<file path="config.mk">
export PLATFORM = sky130hd
export DESIGN_NAME = vga_timing_gen_flat
export DESIGN_NICKNAME = d
export VERILOG_FILES = /design/src/rtl/vga_timing_gen_if.sv /design/src/rtl/vga_timing_gen.sv /design/src/flat_wrapper.sv
export SDC_FILE = /design/constraint.sdc
export NUM_CORES = 1
export LEC_CHECK = 0
export ABC_AREA = 1
export BUFFER_PORTS_ARGS = -buffer_cell sky130_fd_sc_hd__buf_4
export CORE_ASPECT_RATIO = 0.9
export CORE_UTILIZATION = 40
export CTS_CLUSTER_DIAMETER = 30
export DETAILED_ROUTE_END_ITERATION = 16
export SYNTH_ARGS = -nofsm -noshare
export SYNTH_HDL_FRONTEND = slang
export SYNTH_SLANG_ARGS = --single-unit
</file>
<file path="constraint.sdc">
create_clock -name clk_i -period 5.62 [get_ports clk_i]
set_input_delay 1.405 -clock clk_i [delete_from_list [all_inputs] [get_ports clk_i]]
set_output_delay 1.405 -clock clk_i [all_outputs]
set_load 0.01 [all_outputs]
</file>
<file path="src/rtl/vga_timing_gen_if.sv">
// Raster timing bundle produced by vga_timing_gen and consumed by the
// scan-out stages. The generator drives every signal (master); consumers
// only observe them (slave). There is no back-pressure: the raster is
// free-running, so a consumer must act on each pix_ce_o cycle it sees.
interface vga_timing_gen_if #(
  parameter int CW = 12
);
  logic          pix_ce_o;
  logic          h_active;
  logic          v_active;
  logic          blank_n;
  logic          hs;
  logic          vs;
  logic [CW-1:0] x_o;
  logic [CW-1:0] y_o;
  logic          line_start_o;
  logic          frame_start_o;

  modport master (
    output pix_ce_o, h_active, v_active, blank_n, hs, vs,
           x_o, y_o, line_start_o, frame_start_o
  );

  modport slave (
    input  pix_ce_o, h_active, v_active, blank_n, hs, vs,
           x_o, y_o, line_start_o, frame_start_o
  );
endinterface

</file>
<file path="src/rtl/vga_timing_gen.sv">
// Free-running VGA raster timing generator with an integer pixel-clock
// prescaler. Counters sit at the idle position (H_TOTAL-1, V_TOTAL-1) while
// held in reset or disabled, so the first pixel enable always lands on (0,0)
// and produces a frame start. All decoded outputs are registered from the
// next-state position, so they change on the same edge as x_o/y_o.
module vga_timing_gen #(
  parameter int H_ACTIVE = 640,
  parameter int H_FP     = 16,
  parameter int H_SYNC   = 96,
  parameter int H_BP     = 48,
  parameter int V_ACTIVE = 480,
  parameter int V_FP     = 10,
  parameter int V_SYNC   = 2,
  parameter int V_BP     = 33,
  parameter bit HS_POL   = 1'b0,
  parameter bit VS_POL   = 1'b0,
  parameter int CLK_DIV  = 1,
  parameter int CW       = 12
) (
  input  logic                clk_i,
  input  logic                rst_n_i,
  input  logic                en_i,
  vga_timing_gen_if.master    vga
);

  localparam int H_TOTAL = H_ACTIVE + H_FP + H_SYNC + H_BP;
  localparam int V_TOTAL = V_ACTIVE + V_FP + V_SYNC + V_BP;
  localparam int DW      = (CLK_DIV > 1) ? $clog2(CLK_DIV) : 1;

  localparam logic [CW-1:0] H_LAST     = CW'(H_TOTAL - 1);
  localparam logic [CW-1:0] V_LAST     = CW'(V_TOTAL - 1);
  localparam logic [CW-1:0] H_ACT_END  = CW'(H_ACTIVE);
  localparam logic [CW-1:0] V_ACT_END  = CW'(V_ACTIVE);
  localparam logic [CW-1:0] H_SYNC_BEG = CW'(H_ACTIVE + H_FP);
  localparam logic [CW-1:0] H_SYNC_END = CW'(H_ACTIVE + H_FP + H_SYNC);
  localparam logic [CW-1:0] V_SYNC_BEG = CW'(V_ACTIVE + V_FP);
  localparam logic [CW-1:0] V_SYNC_END = CW'(V_ACTIVE + V_FP + V_SYNC);
  localparam logic [DW-1:0] DIV_LAST   = DW'(CLK_DIV - 1);

  // Prescaler and raster position.
  logic [DW-1:0] div_q, div_d;
  logic [CW-1:0] h_q, h_d;
  logic [CW-1:0] v_q, v_d;
  logic          adv;

  // Registered decoded outputs.
  logic h_active_q, h_active_d;
  logic v_active_q, v_active_d;
  logic blank_n_q, blank_n_d;
  logic hs_q, hs_d;
  logic vs_q, vs_d;
  logic line_start_q, line_start_d;
  logic frame_start_q, frame_start_d;

  // Pixel enable is combinational so the consumer sees it in the same cycle
  // the counters will advance. It is gated by the reset input as well, so it
  // drops immediately when reset is asserted between edges.
  assign vga.pix_ce_o = en_i & rst_n_i & (div_q == DIV_LAST);

  // Next raster position: disable forces idle, otherwise step on the last
  // prescaler count, wrapping the line and then the frame.
  always_comb begin
    div_d = div_q;
    h_d   = h_q;
    v_d   = v_q;
    adv   = 1'b0;
    if (!en_i) begin
      div_d = '0;
      h_d   = H_LAST;
      v_d   = V_LAST;
    end else if (div_q == DIV_LAST) begin
      div_d = '0;
      adv   = 1'b1;
      if (h_q == H_LAST) begin
        h_d = '0;
        v_d = (v_q == V_LAST) ? '0 : v_q + CW'(1);
      end else begin
        h_d = h_q + CW'(1);
      end
    end else begin
      div_d = div_q + DW'(1);
    end
  end

  // Decode the next position so outputs stay aligned with x_o/y_o. The idle
  // position decodes to blanked, syncs inactive, which is also the reset
  // state. Strobes fire only on the advancing edge, so they last one clk_i.
  always_comb begin
    h_active_d    = (h_d < H_ACT_END);
    v_active_d    = (v_d < V_ACT_END);
    blank_n_d     = h_active_d & v_active_d;
    hs_d          = ((h_d >= H_SYNC_BEG) && (h_d < H_SYNC_END)) ? HS_POL : ~HS_POL;
    vs_d          = ((v_d >= V_SYNC_BEG) && (v_d < V_SYNC_END)) ? VS_POL : ~VS_POL;
    line_start_d  = adv && (h_d == '0);
    frame_start_d = adv && (h_d == '0) && (v_d == '0);
  end

  // State and output registers with asynchronous active-low reset to idle.
  always_ff @(posedge clk_i or negedge rst_n_i) begin
    if (!rst_n_i) begin
      div_q         <= '0;
      h_q           <= H_LAST;
      v_q           <= V_LAST;
      h_active_q    <= 1'b0;
      v_active_q    <= 1'b0;
      blank_n_q     <= 1'b0;
      hs_q          <= ~HS_POL;
      vs_q          <= ~VS_POL;
      line_start_q  <= 1'b0;
      frame_start_q <= 1'b0;
    end else begin
      div_q         <= div_d;
      h_q           <= h_d;
      v_q           <= v_d;
      h_active_q    <= h_active_d;
      v_active_q    <= v_active_d;
      blank_n_q     <= blank_n_d;
      hs_q          <= hs_d;
      vs_q          <= vs_d;
      line_start_q  <= line_start_d;
      frame_start_q <= frame_start_d;
    end
  end

  assign vga.h_active      = h_active_q;
  assign vga.v_active      = v_active_q;
  assign vga.blank_n       = blank_n_q;
  assign vga.hs            = hs_q;
  assign vga.vs            = vs_q;
  assign vga.x_o           = h_q;
  assign vga.y_o           = v_q;
  assign vga.line_start_o  = line_start_q;
  assign vga.frame_start_o = frame_start_q;

endmodule

</file>
<file path="src/flat_wrapper.sv">
// flat-port wrapper written by rule: the top's interface ports become plain ports
module vga_timing_gen_flat 
#(
  parameter int H_ACTIVE = 640,
  parameter int H_FP     = 16,
  parameter int H_SYNC   = 96,
  parameter int H_BP     = 48,
  parameter int V_ACTIVE = 480,
  parameter int V_FP     = 10,
  parameter int V_SYNC   = 2,
  parameter int V_BP     = 33,
  parameter bit HS_POL   = 1'b0,
  parameter bit VS_POL   = 1'b0,
  parameter int CLK_DIV  = 1,
  parameter int CW       = 12
)
  (clk_i, rst_n_i, en_i, vga_pix_ce_o, vga_h_active, vga_v_active, vga_blank_n, vga_hs, vga_vs, vga_x_o, vga_y_o, vga_line_start_o, vga_frame_start_o);
  vga_timing_gen_if #(.CW(CW)) vga_i ();
  input  logic clk_i;
  input  logic rst_n_i;
  input  logic en_i;
  output wire logic [$bits(vga_i.pix_ce_o)-1:0] vga_pix_ce_o;
  output wire logic [$bits(vga_i.h_active)-1:0] vga_h_active;
  output wire logic [$bits(vga_i.v_active)-1:0] vga_v_active;
  output wire logic [$bits(vga_i.blank_n)-1:0] vga_blank_n;
  output wire logic [$bits(vga_i.hs)-1:0] vga_hs;
  output wire logic [$bits(vga_i.vs)-1:0] vga_vs;
  output wire logic [$bits(vga_i.x_o)-1:0] vga_x_o;
  output wire logic [$bits(vga_i.y_o)-1:0] vga_y_o;
  output wire logic [$bits(vga_i.line_start_o)-1:0] vga_line_start_o;
  output wire logic [$bits(vga_i.frame_start_o)-1:0] vga_frame_start_o;
  assign vga_pix_ce_o = vga_i.pix_ce_o;
  assign vga_h_active = vga_i.h_active;
  assign vga_v_active = vga_i.v_active;
  assign vga_blank_n = vga_i.blank_n;
  assign vga_hs = vga_i.hs;
  assign vga_vs = vga_i.vs;
  assign vga_x_o = vga_i.x_o;
  assign vga_y_o = vga_i.y_o;
  assign vga_line_start_o = vga_i.line_start_o;
  assign vga_frame_start_o = vga_i.frame_start_o;
  vga_timing_gen #(.H_ACTIVE(H_ACTIVE), .H_FP(H_FP), .H_SYNC(H_SYNC), .H_BP(H_BP), .V_ACTIVE(V_ACTIVE), .V_FP(V_FP), .V_SYNC(V_SYNC), .V_BP(V_BP), .HS_POL(HS_POL), .VS_POL(VS_POL), .CLK_DIV(CLK_DIV), .CW(CW)) u_core (.clk_i(clk_i), .rst_n_i(rst_n_i), .en_i(en_i), .vga(vga_i));
endmodule
</file>
* Yosys cells after proc, flatten, opt, wreduce, memory -nomap -nowiden
Index checks and enable logic that the tools add are counted.
Storage, ports and cells: register bits 32, bits of input ports 3, output and inout port bits 32, word-level logic and storage cells 44
Operators by class: add/sub/neg operators 3, magnitude comparators 6, equality and inequality tests 2, muxes and demuxes 13, bitwise logic cells 4, reductions and logical operators 6
Operators with widths (count):
- 2-to-1 mux 12 bit | 7
- adder 12 x 1 -> 12 bit (second input constant) | 2
- equality test 12 x 10 -> 1 bit (second input constant) | 2
- logical NOT 12 bit | 2
- less-than comparator 12 x 10 -> 1 bit (second input constant) | 2
- less-than comparator 12 x 9 -> 1 bit (second input constant) | 2
- >= comparator 12 x 10 -> 1 bit (second input constant) | 1
- >= comparator 12 x 9 -> 1 bit (second input constant) | 1
- 2-to-1 mux 1 bit | 6
- logical AND 1 bit | 4
- AND 1 bit | 3
- adder 1 bit (second input constant) | 1
- inverter 1 bit | 1

* Logic depth before layout (Yosys ltp)
Gate-level depths: netlist of run 1.
depth after elaboration 8, mapped depth 14, mapped depth without buffers 14

* Worst setup path after synthesis of run 1
OpenSTA, ideal clock, no wires.
kind input-to-output, start point input port en_i, end point output port vga_pix_ce_o, arrival 1717 ps, required time 4215 ps, slack 2498 ps, stages on the path 3, path through buf_2 nand2_1 inv_1
On the way: longest elaborated chain between the ends 2
RTL lines:
- start, declared | line flat_wrapper.sv:21 | input logic en_i;
- AND 1 bit (2 in series) | line vga_timing_gen.sv:58 | assign vga.pix_ce_o = en_i & rst_n_i & (div_q == DIV_LAST);
- end, declared | line flat_wrapper.sv:22 | output wire logic [$bits(vga_i.pix_ce_o)-1:0] vga_pix_ce_o;
No other way between the ends.

* Final worst setup path of run 1
start point input port rst_n_i, end point output port vga_pix_ce_o
On the way: longest elaborated chain between the ends 2
RTL lines:
- start, declared | line flat_wrapper.sv:20 | input logic rst_n_i;
- AND 1 bit (2 in series) | line vga_timing_gen.sv:58
No other way between the ends.

==> results summary, run 1 <==
The global-route wire length before repair is about 9200 um. Setup violations remaining at the end of the flow were counted as 0. The wire length reported by the detailed router is 5582 um. The sum of negative setup slack came out at 0 ns.

Setup repair after global routing left no endpoint under its margin. The pin slew with the least headroom to its limit came out at 0.4320 ns. No sink is reached through more buffers than the 2 on the longest clock path. The total iterations of the first detailed-routing run came out at 4. The share of final-layout standard cells stronger than drive strength 1 came out at between 20% and 30%. The synthesized design contains 0 enable-type register cells. The synthesized design devotes to its leading area cell type a little over a fifth of total area. The post-CTS clock slew at the launch and capture registers of the worst setup and hold paths is roughly 0.06 ns. The worst setup path is of the in2out kind.

The height of the die came out at ~73 um. After detailed routing, the number of vias per cell comes to slightly below 5. The repair_antennas step left the layout with diodes totalling 0. The fraction of synthesis flops using an asynchronous set or reset pin is between 90% and 100%. The number of pins exceeding their max-slew limit in the final report came out at 0. The number of antenna violations at the first check in global routing is 0.

The flow ran to the end, and the final reports show no timing, DRC or antenna violations. Of all cell types, the one taking the most synthesized area is sky130_fd_sc_hd__dfrtp_1. The setup clock skew after layout came out at 0.007562 ns. The post-route DRC violation count is 0. For this run, the leading register cell type out of synthesis is sky130_fd_sc_hd__dfrtp_1.

The count of distinct cell types in the synthesized netlist is 27. The final worst slack is ~2.2 ns. The number of flip-flops and latches in the synthesized netlist is 31.

Global routing used 21.18% of the available tracks. The clock period minus final worst setup slack is between 3 and 4 ns. The buffers inserted during post-CTS setup optimization is 0. The maximum number of pins on one net before global-route repair came out at 33.

The overflow left after global routing is 0. The count of port buffers added during placement came out at 34. The maximum operating frequency came out at 289.1 MHz. The area of the die came out at between 5000 and 6000 um2. The sequential group share of total power came out at between 20 and 30%.

From synthesis to final layout, the design area changed by 17.75%. The root buffer selected by CTS is sky130_fd_sc_hd__clkbuf_8. The worst hold path belongs to the class reg2reg. The remaining antenna violation count after routing came out at 0.

The share of power burned in combinational logic is 58.1%. The net switching component of the power came out at roughly 0.70 mW. The die width is between 80 and 90 um. The cell row count came out at 25.

The initial core utilization came out at a little over two fifths. The global placement routability congestion is around 0.84. The clock insertion delay at the later pin of the skew report is 0.29 ns.

For this run, the register share of the synthesized area comes to a little over a third. The portion of the clock cycle consumed by the worst path in the final layout came out at between 60% and 70%. The total CTS buffers is 5. In the post-synthesis netlist, the biggest area contributors are sky130_fd_sc_hd__dfrtp_1, sky130_fd_sc_hd__nand2_1, sky130_fd_sc_hd__dfstp_2, sky130_fd_sc_hd__inv_1, sky130_fd_sc_hd__nand3_1. STA classifies the critical path startpoint as an input port. The count of vias placed by the detailed router came out at between 2000 and 2500.

The overall power is 1.391 mW. The final routed wire length divided by cell count is 13.10 um. The power density over the cells is 533.6 nW/um2. The share of total power consumed by net switching is between 50% and 60%.

The data required time of the worst path is around 4.2 ns. Counting every instance in the synthesized netlist gives ~320. The final-stage net count is ~360.

The leakage power summed over all cells came out at 1.487 nW. The final count of hold timing violations is 0. The post-CTS resize count is 0. After the first detailed-routing iteration, the DRC count stood at approximately 130. The number of warnings printed during yosys synthesis came out at 0.

Detailed placement finished with a half-perimeter wire length of roughly 4200 um. The number of global-route vias before repair is between 1500 and 2000. Data on the critical path arrives at its endpoint at 2.05 ns. The area of the core came out at approximately 5300 um2. The top-level port count is 35. The internal cell power came out at about 0.7 mW. The total standard cell area after synthesis is roughly 2200 um2. TritonCTS built the clock tree. The number of hold buffers added after cts is 0. The synthesized area divided by synthesized cell count is roughly 7 um2.

The CTS sink count came out at 31. The clock power share is between 10% and 20%. The largest fanout of any net on the critical path came out at 32.

The relative slew slack is between 70% and 80%. The worst setup path is captured at a primary output. The peak supply drop is 0.0002228 V. In this run the number of H-tree levels came out at 2. The number of maximum-capacitance constraint violations is 0. The worst slack at placement came out at ~2.1 ns. The net count after synthesis came out at 327.
## worst max-delay path, stage by stage
cell	delay (ns)
sky130_fd_sc_hd__buf_4	0.36
sky130_fd_sc_hd__nand2_1	0.10
sky130_fd_sc_hd__inv_1	0.06
sky130_fd_sc_hd__buf_4	0.11
## flip-flops by register name, summed over array words and instances (netlist names)
signal,flops
u_core.vga.frame_start_o,1
u_core.vga.blank_n,1
u_core.vga.y_o,12
u_core.vga.line_start_o,1
u_core.vga.hs,1
u_core.vga.vs,1
u_core.vga.x_o,12
u_core.vga.h_active,1
u_core.vga.v_active,1
## metrics by stage
step / std cells / hold slack [ns] / instance area [um2] / utilization (%)
4_1_cts: 426 / 0.6452 / 2606 / 49.30
6_report: 426 / 0.6357 / 2606 / 49.30
3_5_place_dp: 418 / 0.6330 / 2521 / 47.69
3_3_place_gp: 418 / 0.6299 / 2521 / 47.69
2_1_floorplan: 321 / 0.5900 / 2213 / -
5_1_grt: 426 / 0.6904 / 2606 / 49.30
## kinds of logic after synthesis
| group | synth area share, % |
|---|---|
| AOI/OAI and AO/OA | 2.770 |
| xor gates and xnor gates | 1.583 |
| adders and majority gates | 1.696 |
| buffers and inverters | 10.91 |
| DFF | 35.73 |
| and+or+nand+nor | 47.31 |
## synth_stat cells (2+ instances only)
master and instances:
sky130_fd_sc_hd__nor3_1 2, sky130_fd_sc_hd__nor3_2 2, sky130_fd_sc_hd__dfrtp_1 19, sky130_fd_sc_hd__nor2_4 4, sky130_fd_sc_hd__o21ai_0 5, sky130_fd_sc_hd__ha_1 3, sky130_fd_sc_hd__inv_2 5, sky130_fd_sc_hd__nor2_1 37
sky130_fd_sc_hd__buf_4 2, sky130_fd_sc_hd__nand2_4 3, sky130_fd_sc_hd__nand3_2 6, sky130_fd_sc_hd__nand2_2 13, sky130_fd_sc_hd__xor2_1 4, sky130_fd_sc_hd__a21oi_1 3, sky130_fd_sc_hd__inv_1 51, sky130_fd_sc_hd__dfstp_2 12
sky130_fd_sc_hd__nand4_1 8, sky130_fd_sc_hd__nand2_1 89, sky130_fd_sc_hd__nand3_1 32, sky130_fd_sc_hd__nor2_2 14
## cell type report
cell class	count	area, um2
clock inverters	2	12.51
inverters	56	210.2
clock buffers	6	72.57
flip-flops and latches	31	790.8
well taps	67	83.83
fillers	542	2680
multi-input cells	230	1181
repair buffers	34	255.2
## layout by cell type, fill, tap and decap left out, types with 2 or more instances in the layout
master                     synthesis  routed
sky130_fd_sc_hd__dfrtp_1          19      19
sky130_fd_sc_hd__inv_2             5       5
sky130_fd_sc_hd__nand2_1          89      89
sky130_fd_sc_hd__nand2_4           3       3
sky130_fd_sc_hd__o21ai_0           5       5
sky130_fd_sc_hd__nor3_1            2       2
sky130_fd_sc_hd__nand3_1          32      32
sky130_fd_sc_hd__a21oi_1           3       3
sky130_fd_sc_hd__inv_1            51      51
sky130_fd_sc_hd__nand2_2          13      13
sky130_fd_sc_hd__xor2_1            4       4
sky130_fd_sc_hd__nor2_4            4       4
sky130_fd_sc_hd__buf_4             2      34
sky130_fd_sc_hd__dfstp_2          12      12
sky130_fd_sc_hd__nand3_2           6       6
sky130_fd_sc_hd__nor2_1           37      37
sky130_fd_sc_hd__nand4_1           8       8
sky130_fd_sc_hd__ha_1              3       3
sky130_fd_sc_hd__nor2_2           14      14
sky130_fd_sc_hd__nor3_2            2       2
sky130_fd_sc_hd__clkbuf_8          0       5
## power groups by stage
| stage | sequential, mW | clock, mW | combinational, mW |
|---|---|---|---|
| 3_3_place_gp | 0.412 | 0 | 0.808 |
| 5_1_grt | 0.420 | 0.193 | 0.917 |
| 2_1_floorplan | 0.411 | 0 | 0.569 |
| 6_report | 0.407 | 0.175 | 0.808 |
| 4_1_cts | 0.406 | 0.183 | 0.813 |
| 3_5_place_dp | 0.409 | 0 | 0.807 |
## final timing paths
| check | slack [ns] | end | from | cells after the start |
|---|---|---|---|---|
| worst max register to register | 3.26 | u_core.vga.vs | u_core.vga.x_o[0] | 12 |
| worst min-delay path | 0.64 | u_core.vga.x_o[2] | u_core.vga.x_o[2] | 2 |
| min in group asynchronous | 1.06 | u_core.vga.x_o[5] | rst_n_i | 1 |
| max in group asynchronous | 4.22 | u_core.vga.x_o[1] | rst_n_i | 1 |
| worst max-delay path | 2.16 | vga_pix_ce_o | rst_n_i | 4 |
| worst min register to register | 0.64 | u_core.vga.x_o[2] | u_core.vga.x_o[2] | 2 |
## layer usage
layer  up-vias  GRT usage [%]  routed length, um  part of all wire, %
li1       1057              -                  -                    -
met1       961          32.57               2889                   52
met2        57          30.13               2305                   41
met3         8          3.750                326                  5.8
met4         0          5.952                 61                  1.1
met5         -              0                  0                    0
Power figures use the tool's default switching activity.
==> inputs of run 2 (changes only) <==
Settings changed: ABC_AREA 1 to 0.
Clock period 5.62 ns to 3.2 ns, I/O delays scaled along.
==> run 2 against run 1 <==
  * Flip-flop and latch count is the same
  * Clock power rose by 98%
  * Sequential share of layout area grew 3.2 points
  * Non-clock buffer count is 6 higher
  * Clock skew decreased by 0.0013 ns
  * Critical path type is now reg2reg
==> results summary, run 2 <==
The run finished with clean final reports. The half-perimeter wire length after detailed placement is about 3600 um. Clock tree synthesis found a total of 31 sinks. The die covers about 5000 um2. The clock period minus final worst setup slack is 2.708 ns. The global-route wire length before repair is around 8100 um. The buffers inserted during post-CTS setup optimization is 0. The number of antenna violations at the first check in global routing is 0. The most common library cell in the layout ignoring fill and taps is sky130_fd_sc_hd__buf_4. Timing would allow up to about 370 MHz. Setup repair after global routing left no endpoint under its margin. The global placement routability congestion came out at approximately 0.85. Yosys instantiated no cell more often than sky130_fd_sc_hd__nor2_1. Dividing the detail-routed wire length by the instance count gives 16.20 um.

The net count after synthesis came out at between 200 and 250. Ranked by total cell area, the synthesized netlist is headed by sky130_fd_sc_hd__dfrtp_1, sky130_fd_sc_hd__dfstp_2, sky130_fd_sc_hd__nor2_1, sky130_fd_sc_hd__xnor2_1, sky130_fd_sc_hd__o21ai_0. The wire length reported by the detailed router came out at about 5000 um. The gate count of the mapped netlist came out at just over 200. The overflow left after global routing is 0. For the worst setup path, the data arrival time is approximately 2.9 ns. The count of vias placed by the detailed router came out at 1750. The sort of element at the end of the critical path is a flip-flop.

0 antenna diodes ended up in the layout. The sequential-to-total area share from yosys stat came out at a little over 40%. Buffers inserted during clock tree synthesis total 5. The number of setup violations in the final report came out at 0. The biggest area contributor in the post-synthesis netlist is sky130_fd_sc_hd__dfrtp_1. Clock skew on the completed layout was measured at ~0.0063 ns. The pin slew with the least headroom to its limit came out at 0.4234 ns. In this run the worst path has a maximum fanout of 16. The number of warnings printed during yosys synthesis came out at 0. The height of the die is slightly below 70 um.

The number of filler instances in the final layout came out at approximately 450. After layout, the worst path uses between 80% and 90% of the clock period. The layout overhead on the synthesized area is 22.45%. After clock tree synthesis, the clock-pin slew on the worst setup and hold paths is about 0.070 ns. The count of port buffers added during placement is 34. The tree is rooted in a sky130_fd_sc_hd__clkbuf_8. Counting flops with an async set or reset pin after synthesis yields a share of 100.0%. The total global-route track usage came out at 21.79%. The floorplan step defined a core boundary enclosing 4547 um2. Counting distinct cell types in the post-synthesis netlist gives 52. The die width is 75.19 um.

The post-CTS resize count came out at 0. The top-level port count is 35. The buffer levels on the longest clock path is 2. The relative slew slack is just over 70%.

The final-stage net count is between 200 and 300. In this run the static leakage power is between 0.9 and 1 nW. TritonCTS built the clock tree.

The final cell utilization of the core came out at 51.93%. The top cell types in the final layout, fill and taps aside, are sky130_fd_sc_hd__buf_4, sky130_fd_sc_hd__nor2_1, sky130_fd_sc_hd__dfrtp_1. The number of enable flip-flop cells after synthesis is 0. The maximum number of pins on one net before global-route repair came out at 32. STA classifies the critical path startpoint as a flip-flop. The number of global-route vias before repair is between 1500 and 2000. In this run the remaining antenna-violating nets after routing total 0. The number of pins exceeding their max-slew limit in the final report came out at 0. The initialized floorplan defines 23 standard-cell rows. The data required time of the worst path came out at between 3 and 4 ns. For this configuration, the core starts out at a cell density of 42.41%. The worst setup path is of the reg2reg kind. After detailed routing, the number of remaining DRC violations is 0. The most used flip-flop cell after synthesis is sky130_fd_sc_hd__dfrtp_1. The tool flagged a number of max-cap violations equal to 0. The share of final-layout standard cells stronger than drive strength 1 came out at between 20% and 30%. The total standard cell area after synthesis is 1928 um2. The commonest cells after synthesis are sky130_fd_sc_hd__nor2_1, sky130_fd_sc_hd__dfrtp_1, sky130_fd_sc_hd__nand2_1, sky130_fd_sc_hd__dfstp_2, sky130_fd_sc_hd__o21ai_0.

The total iterations of the first detailed-routing run came out at 4. The number of flip-flops and latches in the synthesized netlist is 31. In the routed layout, each cell is associated on average with a via count of roughly 5.7. The top cell type by area accounts for between 20% and 30% of the synthesized area. The worst-case IR drop observed on VDD is approximately 0.00054 V. The tightest min-delay check is of the in2async type. The power density over the cells came out at between 700 and 800 nW/um2. The synthesized area divided by synthesized cell count came out at between 9 and 10 um2. After the first detailed-routing iteration, the DRC count stood at around 210. The number of hold buffers added after cts came out at 0. The sum of negative setup slack is 0 ns. The final count of hold timing violations is 0. The clock insertion delay at the later pin of the skew report came out at roughly 0.28 ns.

The H-tree depth came out at 2.
==> run 2: cell types whose count changed in the layout (fill, tap and decap cells not counted), sizes merged, moves of 5 or more <==
| cell | delta |
|---|---|
| a21oi | +5 |
| buf | +6 |
| inv | -51 |
| nand2 | -90 |
| nand3 | -31 |
| nor2 | -34 |
| o21ai | +7 |
| xnor2 | +9 |
==> run 2: worst paths after layout <==
path	start	endpoint	slack, ns	cells past startpoint
max	u_core.vga.x_o[1]	u_core.vga.frame_start_o	0.49	7
min	rst_n_i	u_core.vga.x_o[11]	0.56	2
max reg2reg	u_core.vga.x_o[1]	u_core.vga.frame_start_o	0.49	7
min reg2reg	u_core.vga.x_o[0]	u_core.vga.x_o[0]	0.59	1
max in group asynchronous	rst_n_i	u_core.vga.y_o[9]	2.32	2
min in group clk_i	u_core.vga.x_o[0]	u_core.vga.x_o[0]	0.59	1
==> run 2: routing by layer <==
layer / GRT usage [%] / vias to the layer above / wire, um
li1: - / 845 / -
met1: 35.20 / 825 / 2499
met2: 28.49 / 71 / 2062
met3: 3.535 / 9 / 356
met4: 7.407 / 0 / 71
met5: 0 / - / 0
==> run 2: metrics by stage <==
step	instance area, um2	worst slack [ns]	hold slack, ns	total power [mW]	instances
floorplan	1928	0.7268	0.5044	1.199	207
global placement	2261	0.5597	0.5818	1.510	300
detailed placement	2261	0.4943	0.5673	1.511	300
CTS	2361	0.4738	0.5776	1.864	308
global route	2361	0.2913	0.6002	1.989	308
finish	2361	0.4922	0.5602	1.861	308
==> run 2: logic make-up (layout without fill, tap and decap cells) <==
kind of cell | after synthesis | count (layout) | share of synthesized area, %
multiplexers | 3 | 3 | 1.687
adder cells (fa/ha/maj) | 3 | 3 | 1.947
flip-flops | 31 | 31 | 41.01
AO/OA/AOI/OAI | 39 | 39 | 13.24
buffers and inverters | 14 | 53 | 3.309
AND/OR/NAND/NOR | 102 | 102 | 31.99
XOR/XNOR | 15 | 15 | 6.814
==> run 2: worst max-delay path: stages, from the launching register on <==
cell                        delay (ns)
sky130_fd_sc_hd__dfstp_2          0.57
sky130_fd_sc_hd__ha_1             0.22
sky130_fd_sc_hd__and4_2           0.33
sky130_fd_sc_hd__nand3_4          0.19
sky130_fd_sc_hd__or4_1            0.57
sky130_fd_sc_hd__a211oi_2         0.28
sky130_fd_sc_hd__nand4_1          0.14
sky130_fd_sc_hd__a2111oi_2        0.30
==> run 2: layout make-up <==
cell class	instances	area, um2	share of cell area, %
Clock buffer	8	100.1	4.240
Inverter	5	18.77	0.7949
Multi-Input combinational cell	162	1074	45.47
Sequential cell	31	790.8	33.49
Tap cell	62	77.57	3.286
Timing Repair Buffer	40	300.3	12.72
==> run 2: where the power goes <==
part           switching, mW  internal (mW)  total, mW
sequential             0.125          0.512      0.637
clock                  0.151          0.196      0.347
combinational          0.492          0.384      0.876
total                  0.769           1.09       1.86
